## config.mk

```make
export PLATFORM = sky130hd
export DESIGN_NAME = ps2_quad_mouse
export DESIGN_NICKNAME = d
export VERILOG_FILES = /design/src/rtl/ps2_quad_mouse.sv
export SDC_FILE = /design/constraint.sdc
export NUM_CORES = 1
export LEC_CHECK = 0
export BUFFER_PORTS_ARGS = -buffer_cell sky130_fd_sc_hd__buf_2
export CAP_MARGIN = 0
export CORE_ASPECT_RATIO = 1.1
export CORE_MARGIN = 3
export CORE_UTILIZATION = 40
export DETAILED_ROUTE_END_ITERATION = 7
export GPL_TIMING_DRIVEN = 1
export MAX_ROUTING_LAYER = met4
export PLACE_DENSITY = 0.58
export SLEW_MARGIN = 25
export SYNTH_ARGS = -nofsm -noshare
export SYNTH_HDL_FRONTEND = slang
export SYNTH_SLANG_ARGS = --single-unit
```

## constraint.sdc

```tcl
create_clock -name clk -period 8.7 [get_ports clk]
set_input_delay 1.305 -clock clk [delete_from_list [all_inputs] [get_ports clk]]
set_output_delay 1.305 -clock clk [all_outputs]
set_load 0.02 [all_outputs]
```

## src/rtl/ps2_quad_mouse.sv

```systemverilog
// ps2_quad_mouse: PS/2 mouse packets to round-robin quadrature outputs with saturating per-axis accumulators.
// Define PS2QUAD_WHEEL_EN to add the wheel (Z) axis.
module ps2_quad_mouse #(
   parameter int THRESH   = 16,
   parameter int ACC_W    = 12,
   parameter int DIV_W    = 16,
   parameter bit Y_INVERT = 1'b0
) (
   input  logic        clk,
   input  logic        reset,
   input  logic        ce,
   input  logic [24:0] ps2_mouse,
   input  logic [15:0] ps2_mouse_ext,
   output logic [1:0]  xout,
   output logic [1:0]  yout,
   output logic [1:0]  zout,
   output logic        button_l,
   output logic        button_r,
   output logic        button_m,
   output logic        busy
);
`ifdef PS2QUAD_WHEEL_EN
   localparam int NA = 3;
`else
   localparam int NA = 2;
`endif
   localparam int W = ACC_W + 2;
   localparam logic signed [W-1:0] MAX = W'((1 << (ACC_W - 1)) - 1);
   localparam logic signed [W-1:0] TH  = W'(THRESH);

   logic                old_stb, armed, stb, tick, sel_v;
   logic [DIV_W-1:0]    div;
   logic [1:0]          ptr, sel, k;
   logic [3:0]          pend;
   logic signed [W-1:0] d [NA];
   logic signed [W-1:0] yd;
   logic                unused;

   assign unused = ^{ps2_mouse[7:6], ps2_mouse[3], ps2_mouse_ext};
   // armed stays low for the first clk after reset so old_stb can load without a false strobe
   assign stb  = armed && (ps2_mouse[24] != old_stb);
   assign tick = ce && div == '0;
   assign d[0] = W'($signed({ps2_mouse[4], ps2_mouse[15:8]}));
   assign yd   = W'($signed({ps2_mouse[5], ps2_mouse[23:16]}));
   assign d[1] = Y_INVERT ? -yd : yd;
`ifdef PS2QUAD_WHEEL_EN
   assign d[2] = W'($signed(ps2_mouse_ext[7:0]));
`endif
   assign pend[3:NA] = '0;
   assign busy = |pend;

   always_comb begin
      sel   = ptr;
      sel_v = 1'b0;
      k     = ptr;
      for (int i = 0; i < NA; i++) begin
         if (!sel_v && pend[k]) begin
            sel   = k;
            sel_v = 1'b1;
         end
         k = (k == 2'(NA - 1)) ? 2'd0 : k + 2'd1;
      end
   end

   for (genvar a = 0; a < NA; a++) begin : g_ax
      logic signed [ACC_W-1:0] acc;
      logic signed [W-1:0]     cur, sum, nacc;
      logic [1:0]              q;
      logic                    step;
      assign cur     = W'(acc);
      assign pend[a] = cur >= TH || cur <= -TH;
      assign step    = tick && sel_v && sel == 2'(a);
      // delta and step are summed first so saturation sees the combined update
      assign sum  = cur + (stb ? d[a] : W'(0)) - (step ? (cur[W-1] ? -TH : TH) : W'(0));
      assign nacc = sum > MAX ? MAX : (sum < -MAX ? -MAX : sum);
      always_ff @(posedge clk or posedge reset) begin
         if (reset) begin
            acc <= '0;
            q   <= 2'b00;
         end else begin
            acc <= nacc[ACC_W-1:0];
            if (step) q <= cur[W-1] ? {q[0], ~q[1]} : {~q[0], q[1]};
         end
      end
   end

   assign xout = g_ax[0].q;
   assign yout = g_ax[1].q;
`ifdef PS2QUAD_WHEEL_EN
   assign zout = g_ax[2].q;
`else
   assign zout = 2'b00;
`endif

   always_ff @(posedge clk or posedge reset) begin
      if (reset) begin
         old_stb <= 1'b0;
         armed   <= 1'b0;
         div     <= '0;
         ptr     <= 2'd0;
         {button_m, button_r, button_l} <= 3'b111;
      end else begin
         old_stb <= ps2_mouse[24];
         armed   <= 1'b1;
         if (ce) div <= div + DIV_W'(1);
         if (stb) {button_m, button_r, button_l} <= ~ps2_mouse[2:0];
         if (tick && sel_v) ptr <= (sel == 2'(NA - 1)) ? 2'd0 : sel + 2'd1;
      end
   end
endmodule

```

Word-level counts from Yosys, hierarchy flattened. Cells that the tools add are included.

Register bits after elaboration: 51. Latch bits: 0. Bits in writable memories: 0. Bits in read-only memories: 0. Input bits: 44. Output and inout bits: 10. Logic and storage cells: 69. Memories: 0.

$add $sub $neg: 7. $mul: 0. Divide/modulo/power cells: 0. $lt $le $gt $ge: 10. Eq/ne operators: 3. Shifts and indexed selects: 0. Multiplexer cells: 21. Bitwise logic cells: 5. Reduce and logical (&&, ||, !) cells: 12.

Operator list (count): 14-bit two-way mux (6); 12-bit two-way mux (4); 12-bit by 14-bit adder with 14-bit output (2); 14-bit by 12-bit > comparator with 1-bit output (second input constant) (2); 14-bit by 12-bit less-than comparator with 1-bit output (second input constant) (2); 14-bit subtractor (2); 12-bit by 6-bit >= comparator with 1-bit output (second input constant) (2); 12-bit by 5-bit <= comparator with 1-bit output (second input constant) (2); 16-bit by 1-bit adder with 16-bit output (second input constant) (1); 16-bit zero test (1); 2-bit two-way mux (5); 1-bit logical AND (6); 2-bit by 3-bit less-than comparator with 1-bit output (second input constant) (2); 2-bit by 1-bit adder with 2-bit output (second input constant) (2); 1-bit binary-select mux with 2-bit select (2); 2-bit by 1-bit equality test with 1-bit output (second input constant) (2); 1-bit two-way mux (4); 1-bit inverter (4); 3-bit inverter (1); 2-bit zero test (1); 1-bit logical OR (2); 2-bit OR reduction (1); 1-bit zero test (1); 1-bit inequality test (1).

Logic depth before layout (Yosys ltp). Gate-level depths: netlist (run 1).

Word-level depth: 15. Gate-level depth with buffers: 20. Gate-level depth less buffers: 19.

Worst setup path after synthesis (run 1). Ideal clock, no wire load.

Path kind: in2reg. Start: input port ce. End: register g_ax[0].acc[1]. Setup time: 0.135 ns. Data arrival time: 5.000 ns. Required time: 8.565 ns. Setup slack: 3.565 ns. Stages on the path: 17. Buffers on the path: 1. Cells stage by stage: nor4b_1 nand4_1 or2_2 nor2_1 and2_1 fa_1 inv_1 ha_1 buf_2 and2_2 and3_1 nand3_1 a21oi_1 or4_1 and2_2 o21ai_4 o211ai_1.

Cells in the longest elaborated chain, start to end: 8. Elaborated cells between the ends (all ways): 9. Those cells by class: add/sub: 1; order compare: 2; mux: 3; reduce/logical: 3.

RTL lines: from (decl) (RTL line 11) `input logic ce,`; 1-bit logical AND (*) (RTL line 42) `assign tick = ce && div == '0;`; 1-bit logical AND (*) (2 in series) (RTL line 72) `assign step = tick && sel_v && sel == 2'(a);`; via g_ax[0].step (RTL line 69) `logic step;`; 14-bit two-way mux (*) (RTL line 74) `assign sum = cur + (stb ? d[a] : W'(0)) - (step ? (cur[W-1] ? -TH : TH) : W'(0));`; 14-bit subtractor (*) (RTL line 74); 14-bit by 12-bit less-than comparator with 1-bit output (RTL line 75) `assign nacc = sum > MAX ? MAX : (sum < -MAX ? -MAX : sum);`; 12-bit two-way mux (RTL line 75); 12-bit two-way mux (*) (RTL line 75); via g_ax[0].nacc[1] (RTL line 67) `logic signed [W-1:0] cur, sum, nacc;`; to (signal assigned) (RTL line 81) `acc <= nacc[ACC_W-1:0];`; to (decl) (RTL line 66) `logic signed [ACC_W-1:0] acc;`.

The timed path passes the listed nets; every way through them passes the cells marked *. A chain may end at the register's enable or synchronous reset.

Worst setup path in the final report (run 1).
Start: input port ce. End: register g_ax[1].acc[0].

Cells in the longest elaborated chain, start to end: 8. Elaborated cells between the ends (all ways): 9. Those cells by class: add/sub: 1; order compare: 2; mux: 3; reduce/logical: 3.

RTL lines (RTL line): 1-bit logical AND (*) (42); 1-bit logical AND (*) (2 in series) (72); via g_ax[1].step (69); 14-bit two-way mux (*) (74); 14-bit subtractor (*) (74); 14-bit by 12-bit less-than comparator with 1-bit output (75); 12-bit two-way mux (75); 12-bit two-way mux (*) (75); via g_ax[1].nacc[0] (67); to (signal assigned) (81); to (decl) (66).

Marks and branches as above.

==> metrics.txt, run 1 <==
status finished, final reports clean; Reg2Reg Depth 19; ys flop type dfrtp_1; routed vias/inst between 5 and 6; Hold-fix buffers, CTS 0; ys async rst share 1.000; fin area 4728 um2; pre-CTS setup slack approximately 2.7 ns; antenna cell count 0; GR Util met3 0.01692; I/O pins 54; CTS tree built; Fillers 1092; Area growth syn-to-layout 10.21%; CP max FO 11; Crit Path Class input pin to flip-flop; Final setup viols 0; Max-cap violations 0; gpl congestion 0.8640; cell area after placement ~4600 um2; busiest grt layer met2; layout cells sized above 1 0.1453; total grt overflow 0; Setup Skew 0.006213 ns; WHS just under 0.5 ns; RSZ-0062 raised after global routing no; Worst Path Required between 8 and 9 ns; aggregate global-route resource usage 0.1561; Slew Limit Fails 0; postcts setup bufs 0; CP endpoint kind flip-flop; R2R setup slack around 3.5 ns; Die ar. between 10000 and 15000 um2; met2 Usage GRT 0.2734; Period minus WS final 5.692 ns; CTS clk-pin slew, worst paths about 0.060 ns; Global Route met1 Usage 0.1927; clock tree buffer depth 2; number of global-route vias before repair 3327; Mapped Area about 4300 um2; Num CTS Buffers 5; antenna-violating nets left 0; clock root cell clkbuf_16; part of the Yosys area used for sequential elements 0.2983; post_cts resized 0; worst min path class flip-flop to flip-flop; Cell variety after synth 65; Die Span Y 114.6 um; hold_sp div[15]$_DFFE_PP0P_; worst r2r src div[0]$_DFFE_PP0P_; Avg Inst Size Synth just under 9 um2; Setup TNS 0 ns; startpoint class of the critical path input pin; synthesized instance count just under 500; post-DP HPWL roughly 7200 um; synthesized flop and latch total 51; sink of the worst hold path div[15]$_DFFE_PP0P_; slew of the pin with the lowest slew margin 0.6935 ns; Slew HR 0.5377; fin nets 610; H-tree depth 2; first-pass detailed-route iteration total 5; fin crit share 0.6543; Hold Path Depth 1; initial antenna violation count 0; fin worst setup slack approximately 3.0 ns; Yosys Warn Count 0; Hold Violations, Final 0; Starting Density 0.4109; # rows 39; FF-to-FF End g_ax[1].acc[0]$_DFF_PP0_; DRC Markers 0; DR vias roughly 3400; DRT Wirelength 8850 um; wire per inst roughly 13 um; clk_lat worst skew between 0.2 and 0.3 ns; Critical Path AT 5.82 ns; EDFF count, synth 0; PortBufs 32; Iteration-0 DRC Markers 93; largest net degree at the start of global routing 52; Die W approximately 100 um; Placeable Area about 10000 um2; first-pass GRT wire length ~15000 um; Max Clk Rate ~180 MHz; clk sink count 51
worst max path at each step:
stage,depth (start not counted),startpoint,end
floorplan,17,ce,g_ax[0].acc[1]$_DFF_PP0_
global placement,17,ce,g_ax[0].acc[1]$_DFF_PP0_
detailed placement,17,ce,g_ax[0].acc[1]$_DFF_PP0_
CTS,17,ce,g_ax[0].acc[1]$_DFF_PP0_
global route,18,ce,g_ax[1].acc[3]$_DFF_PP0_
finish,18,ce,g_ax[1].acc[0]$_DFF_PP0_
layout by cell type (no fill, tap or decap), drive strengths merged, types with 3 or more instances in the layout:
cell type / Yosys / layout
clkbuf: 5 / 6
and2: 9 / 9
or3: 3 / 3
dfrtp: 48 / 48
buf: 7 / 33
nor2: 26 / 26
nand2b: 11 / 11
nand3: 12 / 12
o31ai: 3 / 3
xnor2: 21 / 21
nor2b: 3 / 3
o21ai: 31 / 31
nor4b: 4 / 4
dfstp: 3 / 3
inv: 73 / 73
and3: 6 / 6
nand2: 41 / 41
or2: 6 / 6
a211oi: 3 / 3
nor4: 11 / 11
xor2: 17 / 17
a21oi: 24 / 24
fa: 14 / 14
o21a: 10 / 10
nor3: 9 / 9
ha: 36 / 36
conb: 2 / 3
o211ai: 9 / 9
nand4: 12 / 12
cell families after synthesis:
kind of cell             share of synthesized area
AO/OA/AOI/OAI                               0.1592
XOR/XNOR                                   0.07757
adder cells (fa/ha/maj)                     0.1703
buffers and inverters                      0.08107
flip-flops                                  0.2983
multiplexers                              0.005249
other                                     0.001750
AND/OR/NAND/NOR                             0.2065
per-layer routing:
| layer | wire length, um | part of all wire |
|---|---|---|
| met5 | 0 | 0 |
| met4 | 117 | 0.013 |
| met3 | 196 | 0.022 |
| met2 | 4451 | 0.50 |
| met1 | 4084 | 0.46 |
registers in the layout (all words and copies together), names as in the netlist:
name and flops:
button_m 1, button_r 1, button_l 1, div 16, g_ax.acc 24, xout 2, old_stb 1, ptr 2
yout 2, armed 1
per-stage QoR:
step,utilization,instances
4_1_cts,0.4528,659
3_3_place_gp,0.4373,652
2_1_floorplan,-,488
6_report,0.4528,659
3_5_place_dp,0.4376,652
5_1_grt,0.4528,659
final cells by class:
cell class	instances	area, um2	area share
tap	143	178.9	0.03784
timing repair buffer	33	167.7	0.03546
sequential	51	1280	0.2707
clock inverter	1	30.03	0.006351
multi-input combinational	352	2666	0.5639
clock buffer	6	128.9	0.02726
inverter	73	276.5	0.05848
cells in the mapped netlist, types with 6 or more instances:
cell,number,area (um2)
o21a_1,9,67.56
nor4_1,10,62.56
a21oi_1,22,110.1
xor2_1,17,148.9
nor2_1,26,97.59
o211ai_1,9,67.56
nand4_1,12,75.07
nand3_1,12,60.06
nand2b_1,10,62.56
ha_1,36,450.4
fa_1,14,280.3
and3_1,6,37.54
o21ai_2,9,78.83
nand2_1,41,153.9
xnor2_1,21,183.9
nor3_1,9,45.04
inv_1,73,274.0
o21ai_1,7,35.03
o21ai_0,14,70.07
dfrtp_1,48,1201
critical path, cell delays in order:
cell and delay [ns]:
buf_2 0.14, nor4b_1 0.28, nand4_1 0.18, nor2_1 0.17
o21a_1 0.34, nand2_1 0.15, inv_1 0.25, fa_1 0.46
inv_1 0.08, ha_1 0.27, a21oi_1 0.21, o21ai_0 0.16
or3_4 0.37, o21a_4 0.24, a211o_1 0.33, o2111ai_1 0.11
o31a_1 0.56, o211ai_1 0.20
Power of run 1 is not shown: default switching activity piles up to over one toggle a cycle in this logic, so the estimate is an artifact.
==> run 2: changes to the inputs <==
- ABC_AREA: unset -> 1
- PLACE_DENSITY: 0.58 -> 0.6
- clock period: 8.7 -> 5.1 ns (I/O delays scaled with it)
==> metrics.txt, run 2 <==
Yosys Warn Count 0 (unchanged); Slew HR 0.5907 (+0.05299); Num CTS Buffers 5 (unchanged); most frequent cells in the layout 219 x nand2_1, 146 x inv_1, 48 x dfrtp_1; Final setup viols 0 (unchanged); clk_lat worst skew 0.29 ns (about the same); wire per inst 11.15 um (-17%); startpoint class of the critical path flip-flop; Die Span Y 117.7 um (+2.7%); Area growth syn-to-layout 10.42%; routed vias/inst 4.661 (-8.4%); antenna cell count 0 (unchanged); fin nets 796 (+30%); Placeable Area 11010 um2 (+5.4%); CTS clk-pin slew, worst paths 0.07 ns (about the same); Crit Path Class flip-flop to flip-flop; aggregate global-route resource usage 0.1572 (+0.001140); Commonest cells post-synth 219 x nand2_1, 147 x inv_1, 48 x dfrtp_1, 46 x nor2_1, 40 x nand3_1; Avg Inst Size Synth 6.792 um2 (-23%); worst min path class flip-flop to flip-flop; antenna-violating nets left 0 (unchanged); Yosys top cell area share 0.2648 (-0.01521); Critical Path AT 4.59 ns (-1.23 ns); ys async rst share 1.000 (unchanged); largest net degree at the start of global routing 52 (unchanged); slew of the pin with the lowest slew margin 0.6140 ns (-0.07948 ns); commonest non-fill, non-tap cell in the layout nand2_1; cell area after placement 4843 um2 (+6.0%); CP max FO 11 (unchanged); most area-consuming cells after synthesis dfrtp_1 26%, nand2_1 18%, inv_1 12%, ha_1 9.9%, fa_1 6.2%; RSZ-0062 raised after global routing no; Iteration-0 DRC Markers 138 (+48%); Cell variety after synth 37 (-43%); Max Clk Rate between 200 and 250 MHz; DRC Markers 0 (unchanged); synthesized flop and latch total 51 (unchanged); cell taking the most area after synthesis dfrtp_1; fin crit share 0.8699; Worst Path Required 5.26 ns (-3.57 ns); clk sink count 51 (unchanged); Mapped Area 4537 um2 (+5.7%); post_cts resized 0 (unchanged); synthesized instance count 668 (+37%); Setup Skew 0.01404 ns (+0.007832 ns); number of global-route vias before repair 3818 (+15%); Hold Violations, Final 0 (unchanged); DRT Wirelength 9479 um (+7.1%); # rows 40 (+2.6%); largest registers g_ax.acc (24), div (16); Period minus WS final 4.436 ns; Setup TNS 0 ns (unchanged); fin area 5010 um2 (+6.0%); status finished, final reports clean; Starting Density 0.4120 (+0.001190); Largest Register g_ax.acc; total grt overflow 0 (unchanged); post-DP HPWL 7798 um (+8.0%); EDFF count, synth 0 (unchanged); ys flop type dfrtp_1; Slew Limit Fails 0 (unchanged); max FFs per register 24 (unchanged); Max-cap violations 0 (unchanged); clock root cell clkbuf_16; first-pass GRT wire length 16370 um (+8.8%); layout cells sized above 1 0.09388 (-0.05147); PortBufs 32 (unchanged); Die W 107.5 um (+2.7%); DR vias 3962 (+18%); postcts setup bufs 0 (unchanged); H-tree depth 2 (unchanged); top-count cell post-synth nand2_1; CTS tree built; clock tree buffer depth 2 (unchanged); part of the Yosys area used for sequential elements 0.2821 (-0.01621); gpl congestion 0.8975 (+3.9%); I/O pins 54 (unchanged); CP endpoint kind flip-flop; first-pass detailed-route iteration total 5 (unchanged); Hold-fix buffers, CTS 0 (unchanged); initial antenna violation count 0 (unchanged); Die ar. 12660 um2 (+5.4%)
run 2: cell type report:
cell class / instances / area, um2
fillers: 1159 / 6001
clock buffers: 6 / 128.9
multi-input cells: 460 / 2639
inverters: 150 / 565.5
flip-flops and latches: 51 / 1280
repair buffers: 34 / 175.2
clock inverters: 2 / 37.54
well taps: 147 / 183.9
run 2: metal layers:
metal | vias to the layer above | track usage | share of wire
met5 | - | - | 0
met4 | 0 | 0.01973 | 0.0021
met3 | 2 | 0.01920 | 0.027
met2 | 53 | 0.2753 | 0.50
met1 | 1825 | 0.1999 | 0.47
li1 | 2082 | - | -
run 2: worst paths after layout:
check / startpoint / end / cells past startpoint / slack [ns]
min: div[10]$_DFFE_PP0P_ / div[10]$_DFFE_PP0P_ / 2 / 0.49
min reg2reg: div[10]$_DFFE_PP0P_ / div[10]$_DFFE_PP0P_ / 2 / 0.49
max: div[0]$_DFFE_PP0P_ / g_ax[0].acc[0]$_DFF_PP0_ / 22 / 0.66
min in group asynchronous: reset / div[0]$_DFFE_PP0P_ / 2 / 0.55
max reg2reg: div[0]$_DFFE_PP0P_ / g_ax[0].acc[0]$_DFF_PP0_ / 22 / 0.66
max in group asynchronous: reset / g_ax[1].acc[10]$_DFF_PP0_ / 2 / 4.12
run 2: kinds of logic (layout without fill, tap and decap cells):
family / after synthesis / after routing / synth area share
AND/OR/NAND/NOR: 349 / 349 / 0.3282
buffers and inverters: 158 / 192 / 0.1371
flip-flops: 51 / 51 / 0.2821
adder cells (fa/ha/maj): 50 / 50 / 0.1611
AO/OA/AOI/OAI: 36 / 36 / 0.04413
XOR/XNOR: 22 / 22 / 0.04578
other: 2 / 3 / 0.001655
run 2: through the flow:
step	cells	worst slack, ns	util	hold slack [ns]
2_1_floorplan	669	1.109	-	0.4552
3_3_place_gp	842	0.5047	0.4397	0.4715
3_5_place_dp	842	0.4182	0.4399	0.4729
4_1_cts	850	0.6590	0.4550	0.4910
5_1_grt	850	0.2712	0.4550	0.5099
6_report	850	0.6637	0.4550	0.4898
run 2: worst max-delay path: stages (launching register included):
cell and delay [ns]:
dfrtp_1 0.41, inv_1 0.12, ha_1 0.17, nand4_1 0.09, nor2_1 0.12, nand3_1 0.13
nor2_1 0.15, nand3_1 0.08, nand2_1 0.12, nand2_1 0.21, nor2_1 0.38, buf_4 0.23
fa_1 0.42, inv_1 0.08, ha_1 0.28, a21oi_1 0.22, nor2_1 0.06, nor2_1 0.12
nand3_1 0.13, a21o_2 0.24, xor2_1 0.14, nand2_1 0.28, nand3b_1 0.12
Power of run 2 is left out for the same reason.
